File: config.mk
export PLATFORM = sky130hd
export DESIGN_NAME = data_mem_responder_flat
export DESIGN_NICKNAME = d
export VERILOG_FILES = /design/src/rtl/data_mem_responder_pkg.sv /design/src/rtl/data_mem_responder_if.sv /design/src/rtl/data_mem_responder_mem_word_array.sv /design/src/rtl/data_mem_responder.sv /design/src/flat_wrapper.sv
export SDC_FILE = /design/constraint.sdc
export NUM_CORES = 2
export LEC_CHECK = 0
export ABC_AREA = 1
export CAP_MARGIN = 20
export CORE_UTILIZATION = 45
export CTS_CLUSTER_SIZE = 8
export DETAILED_ROUTE_END_ITERATION = 8
export GPL_TIMING_DRIVEN = 0
export PLACE_DENSITY = 0.59
export SYNTH_ARGS = -nofsm -noshare
export SYNTH_HDL_FRONTEND = slang
export SYNTH_SLANG_ARGS = --single-unit
File: constraint.sdc
create_clock -name clk -period 102 [get_ports clk]
set_clock_uncertainty 0.1 [all_clocks]
set_input_delay 10.2 -clock clk [delete_from_list [all_inputs] [get_ports clk]]
set_output_delay 10.2 -clock clk [all_outputs]
set_load 0.03 [all_outputs]
File: src/rtl/data_mem_responder_pkg.sv
// Shared types and constants for the MEM-stage data memory responder.
package data_mem_responder_pkg;

  localparam int          WORD_W        = 32;
  localparam logic [31:0] DEF_BASE_ADDR = 32'd1024;

  typedef enum logic [1:0] {
    IDLE = 2'd0,
    WAIT = 2'd1,
    DONE = 2'd2
  } state_t;

endpackage

File: src/rtl/data_mem_responder_if.sv
// MEM-stage request/ready bus. err exists only when MEM_ERR_EN is defined.
// Handshake: the pipeline holds MEM_r_en/MEM_w_en/address/data_in stable while
// ready is low; an access completes in the one cycle where ready returns high.
interface data_mem_responder_if;
  import data_mem_responder_pkg::*;

  logic              MEM_r_en;
  logic              MEM_w_en;
  logic [WORD_W-1:0] address;
  logic [WORD_W-1:0] data_in;
  logic              ready;
  logic [WORD_W-1:0] data_out;
`ifdef MEM_ERR_EN
  logic              err;
`endif
  state_t            state;

  modport master (
    output MEM_r_en, MEM_w_en, address, data_in,
`ifdef MEM_ERR_EN
    input  err,
`endif
    input  ready, data_out, state
  );

  modport slave (
    input  MEM_r_en, MEM_w_en, address, data_in,
`ifdef MEM_ERR_EN
    output err,
`endif
    output ready, data_out, state
  );

endinterface

File: src/rtl/data_mem_responder_mem_word_array.sv
// DEPTH x WIDTH word store: synchronous write, asynchronous read, async clear.
module mem_word_array #(
  parameter int DEPTH = 64,
  parameter int WIDTH = 32,
  parameter int AW    = $clog2(DEPTH)
) (
  input  logic             clk,
  input  logic             rst,
  input  logic             we,
  input  logic [AW-1:0]    idx,
  input  logic [WIDTH-1:0] wdata,
  output logic [WIDTH-1:0] rdata
);

  logic [WIDTH-1:0] mem [DEPTH];

  always_ff @(posedge clk or posedge rst) begin
    if (rst) begin
      for (int i = 0; i < DEPTH; i++) mem[i] <= '0;
    end else if (we) begin
      mem[idx] <= wdata;
    end
  end

  assign rdata = mem[idx];

endmodule

File: src/rtl/data_mem_responder.sv
// Multi-cycle data memory responder for the MEM stage (IDLE/WAIT/DONE).
// Optional macro MEM_ERR_EN adds an err flag for out-of-range/misaligned accesses.
module data_mem_responder
  import data_mem_responder_pkg::*;
#(
  parameter int          DEPTH     = 64,
  parameter int          LATENCY   = 4,
  parameter logic [31:0] BASE_ADDR = DEF_BASE_ADDR
) (
  input logic       clk,
  input logic       rst,
  data_mem_responder_if.slave bus
);

  localparam int          AW       = $clog2(DEPTH);
  localparam int          CW       = $clog2(LATENCY + 1);
  localparam logic [32:0] END_ADDR = {1'b0, BASE_ADDR} + 33'(4 * DEPTH);

  state_t            state, next_state;
  logic [CW-1:0]     cnt, cnt_next;
  logic              ready;
  logic [WORD_W-1:0] data_out;
  logic [WORD_W-1:0] rdata;
  logic [AW-1:0]     idx;
  logic              req, in_range, enter_done, we;

  assign req      = bus.MEM_r_en | bus.MEM_w_en;
  assign in_range = (bus.address >= BASE_ADDR) && ({1'b0, bus.address} < END_ADDR);
  assign idx      = AW'((bus.address - BASE_ADDR) >> 2);

  // DONE is only ever entered from IDLE/WAIT, so this marks the committing edge.
  assign enter_done = (next_state == DONE);
  assign we         = enter_done && bus.MEM_w_en && in_range;

  always_ff @(posedge clk or posedge rst) begin
    if (rst) begin
      state <= IDLE;
      cnt   <= '0;
    end else begin
      state <= next_state;
      cnt   <= cnt_next;
    end
  end

  always_comb begin
    next_state = state;
    cnt_next   = cnt;
    ready      = 1'b1;
    case (state)
      IDLE: begin
        if (req) begin
          ready = 1'b0;
          if (LATENCY == 1) begin
            next_state = DONE;
          end else begin
            next_state = WAIT;
            cnt_next   = CW'(1);
          end
        end
      end
      WAIT: begin
        ready = 1'b0;
        if (!req) begin
          next_state = IDLE;
          cnt_next   = '0;
        end else if (cnt == CW'(LATENCY - 1)) begin
          next_state = DONE;
          cnt_next   = '0;
        end else begin
          cnt_next = cnt + CW'(1);
        end
      end
      DONE: begin
        next_state = IDLE;
      end
      default: begin
        next_state = IDLE;
        cnt_next   = '0;
      end
    endcase
  end

  // A simultaneous read+write behaves as a write and returns zero.
  always_ff @(posedge clk or posedge rst) begin
    if (rst) begin
      data_out <= '0;
    end else if (enter_done && bus.MEM_r_en) begin
      data_out <= (bus.MEM_w_en || !in_range) ? '0 : rdata;
    end
  end

`ifdef MEM_ERR_EN
  logic err;

  always_ff @(posedge clk or posedge rst) begin
    if (rst) begin
      err <= 1'b0;
    end else begin
      err <= enter_done && (!in_range || (bus.address[1:0] != 2'b00));
    end
  end

  assign bus.err = err;
`endif

  mem_word_array #(
    .DEPTH (DEPTH),
    .WIDTH (WORD_W)
  ) u_mem (
    .clk   (clk),
    .rst   (rst),
    .we    (we),
    .idx   (idx),
    .wdata (bus.data_in),
    .rdata (rdata)
  );

  assign bus.ready    = ready;
  assign bus.data_out = data_out;
  assign bus.state    = state;

endmodule
File: src/flat_wrapper.sv
// flat-port wrapper written by rule: the top's interface ports become plain ports
module data_mem_responder_flat import data_mem_responder_pkg::*;
#(
  parameter int          DEPTH     = 64,
  parameter int          LATENCY   = 4,
  parameter logic [31:0] BASE_ADDR = DEF_BASE_ADDR
)
  (clk, rst, bus_MEM_r_en, bus_MEM_w_en, bus_address, bus_data_in, bus_ready, bus_data_out, bus_state);
  data_mem_responder_if bus_i ();
  input logic clk;
  input logic rst;
  input wire logic [$bits(bus_i.MEM_r_en)-1:0] bus_MEM_r_en;
  input wire logic [$bits(bus_i.MEM_w_en)-1:0] bus_MEM_w_en;
  input wire logic [$bits(bus_i.address)-1:0] bus_address;
  input wire logic [$bits(bus_i.data_in)-1:0] bus_data_in;
  output wire logic [$bits(bus_i.ready)-1:0] bus_ready;
  output wire logic [$bits(bus_i.data_out)-1:0] bus_data_out;
  output wire logic [$bits(bus_i.state)-1:0] bus_state;
  assign bus_i.MEM_r_en = bus_MEM_r_en;
  assign bus_i.MEM_w_en = bus_MEM_w_en;
  assign bus_i.address = bus_address;
  assign bus_i.data_in = bus_data_in;
  assign bus_ready = bus_i.ready;
  assign bus_data_out = bus_i.data_out;
  assign bus_state = bus_i.state;
  data_mem_responder #(.DEPTH(DEPTH), .LATENCY(LATENCY), .BASE_ADDR(BASE_ADDR)) u_core (.clk(clk), .rst(rst), .bus(bus_i));
endmodule
==> impl_results.md <==
* Status: finished with violations
* Failing checks: DRC
* Worst min path class: reg -> reg
* Layout Utilization at 52.52%
* Post-CTS Setup Inserts at 0
* Final hold vios at 0
* Post-DP HPWL at 392.9 mm
* Library cells used by synthesis at 34
* Clock buffer depth at 4
* Ys Warns at 0
* Post-synth top area share at 54.13%
* Synth Area per Inst at 7.662 µm²
* Slew HR at 6.200%
* GRT met2 Usage at 63.00%
* Area of the multi-input gates at 0.03753 mm²
* Cts repair resizes at 0
* Die height at 464.8 µm
* Post-synth top flop: dfrtp_1
* Worst slew pin tran at 1.407 ns
* Final Critical Period at 22.09 ns
* Worst r2r src: u_core.cnt[0]$_DFFE_PP0P_
* Timing-limited maximum frequency at 45.26 MHz
* Mapped Cells at 12580
* Register area at 0.05218 mm²
* H-tree Lvls at 5
* Largest net degree at the start of global routing at 131
* Max rail drop VDD at 20.96 µV
* Crit path largest cell delay at 0.68 ns
* Root Driver: clkbuf_16
* Asr flop ratio synth at 100.0%
* CP Launch Type: primary input
* Chip width at 464.8 µm
* Worst hold path depth at 2
* Final WL at 533.1 mm
* Fillers at 20700
* Slowest stage cell, crit path: clkdlybuf4s50_1
* Crit path buf inv count at 2
* GR peak layer: met2
* Vias in the first global route at 89530
* Most frequent cell after synthesis: nand2_1
* Gr ovfl total at 0
* Initial Util at 45.36%
* Hold_buf cts at 0
* CP top delay family: buffers and inverters
* Net Count, Synth at 12650
* Synth area leaders: dfrtp_1, nand2_1, o21ai_0
* Setup Viol. Count Final at 0
* Sequential-to-total area share from yosys stat at 54.13%
* End of the worst hold path: u_core.u_mem.mem[1011]$_DFFE_PP0P_
* Met1 GRT Util at 62.90%
* Reg2Reg Capture Point: u_core.u_mem.mem[1723]$_DFFE_PP0P_
* CORE AREA at 0.2125 mm²
* Tcrit/Tclk final at 21.66%
* GRT met3 Usage at 23.58%
* First-pass GRT wire length at 723.4 mm
* Residual DRC count at 12
* Reg2Reg Depth at 11
* Drt pass-1 iters at 9
* IO buf count at 98
* Worst Path Arrival at 11.79 ns
* Max Slew Vio Count at 0
* Setup slack, reg-to-reg at 98.03 ns
* Io pins at 103
* RSZ-0062 raised after global routing: false
* CTS buffer count at 311
* Post-synthesis cell area at 0.09639 mm²
* Pwr dens at 17.47 mW/mm²
* Max Cap Viol at 0
* Fin nets at 13190
* Count of state elements after synthesis at 2085
* Rows at 169
* RePlAce Congestion at 1.141
* CP Capture Type: output port
* Setup TNS at 0 ns
* Data required time of the critical path at 91.70 ns
* Clock latency on the worst-skew pair at 0.99 ns
* Drt via density at 6.102
* Initial antenna violation count at 56
* Via Count at 97610
* Die footprint at 0.2161 mm²
* DRT iter0 DRCs at 16030
* Post-synth top area cell: dfrtp_1
* Synth top cells by count: nand2_1, dfrtp_1, o21ai_0, clkbuf_1, inv_1
* GRT Resource Usage Total at 48.77%
* Post-synth EDFFs at 0
* Total leakage power at 51.49 nW
* DR WL/cell at 33.32 µm
* Hold_sp: u_core.u_mem.mem[1011]$_DFFE_PP0P_
* Share of layout cells above drive strength 1 at 5.853%
* Post-route ant nets at 0
* Overall power at 0.001950 W
* Clk sinks at 2085
* Clock slew seen by the registers of the worst setup and hold paths at 0.05 ns
* CTS tree: yes
* Critical-path cell list: clkdlybuf4s50_1 -> nor2_1 -> nor2_4 -> nor2_1 -> clkdlybuf4s50_1
* Crit Path Max Fanout at 4
* Syn-to-layout area delta at 15.78%
* Crit path kind: in -> out
[cell type report]
cell class,count,area share (%)
Tap cell,2821,3.163
Multi-Input combinational cell,8805,33.62
Inverter,716,2.427
Antenna cell,38,0.08521
Clock inverter,6,0.04597
Timing Repair Buffer,231,3.162
Clock buffer,322,7.134
Sequential cell,2085,46.75
Buffer,974,3.608
[registers in the layout, indices dropped and copies added, names as in the netlist]
name and cells:
u_core.u_mem.mem 2048, u_core.bus.data_out 32, u_core.cnt 3, u_core.bus.state 2
[worst max-delay path by stage]
| stage | slack (ns) | cells after the start | startpoint | endpoint |
|---|---|---|---|---|
| after floorplan | 32.80 | 1 | rst | u_core.bus.data_out[0]$_DFFE_PP0P_ |
| after global placement | 7.97 | 2 | rst | u_core.u_mem.mem[1354]$_DFFE_PP0P_ |
| after detailed placement | 79.92 | 5 | bus_MEM_w_en | bus_ready |
| after CTS | 79.92 | 5 | bus_MEM_w_en | bus_ready |
| after global routing | 79.85 | 5 | bus_MEM_w_en | bus_ready |
| final | 79.91 | 5 | bus_MEM_w_en | bus_ready |
[kinds of logic (layout without fill, tap and decap cells)]
logic type / count (synthesis) / after routing / share of synthesized area [%]
simple gates: 6435 / 6435 / 26.55
compound gates: 2369 / 2369 / 12.36
buf+inv: 1690 / 2249 / 6.946
other cells: 0 / 38 / 0
flops: 2085 / 2085 / 54.13
fa+ha+maj: 1 / 1 / 0.01298
[report_power, final]
part / total [W] / switching, W / internal, W / leakage (nW)
combinational: 0.000199 / 0.000163 / 0.0000366 / 18.4
clock: 0.000920 / 0.000377 / 0.000544 / 3.94
sequential: 0.000830 / 0.000000518 / 0.000829 / 29.1
[layout by cell type (no fill, tap or decap), types with 164 or more instances in the layout]
cell type and count:
nand2_1 5282, dfrtp_1 2085, o21ai_0 1636, clkbuf_1 719
inv_1 677, o21ai_1 655, nand3_1 547, nor2_1 406
clkbuf_16 317, buf_2 164
[worst min-delay path: stages (launching register included)]
cell     delay, ns
dfrtp_1       0.34
nand2_1       0.05
o21ai_0       0.05
[layer usage]
metal | up-vias | share of wire [%] | routed length, µm
met4 | 28 | 8.2 | 43630
met3 | 1599 | 16 | 85440
met2 | 7290 | 38 | 203200
met1 | 47950 | 38 | 200300
li1 | 40750 | - | -
met5 | - | 0.080 | 427
[metrics by stage]
stage	std cells	hold WS, ns	setup slack (ns)	cell area [µm²]
after floorplan	12580	0.3444	32.80	96390
after global placement	15500	0.3601	7.965	100900
after detailed placement	15610	0.3665	79.92	103100
after CTS	15940	0.3788	79.92	111100
after global routing	15960	0.3952	79.85	111500
final	16000	0.3781	79.91	111600
Power figures use the tool's default switching activity.
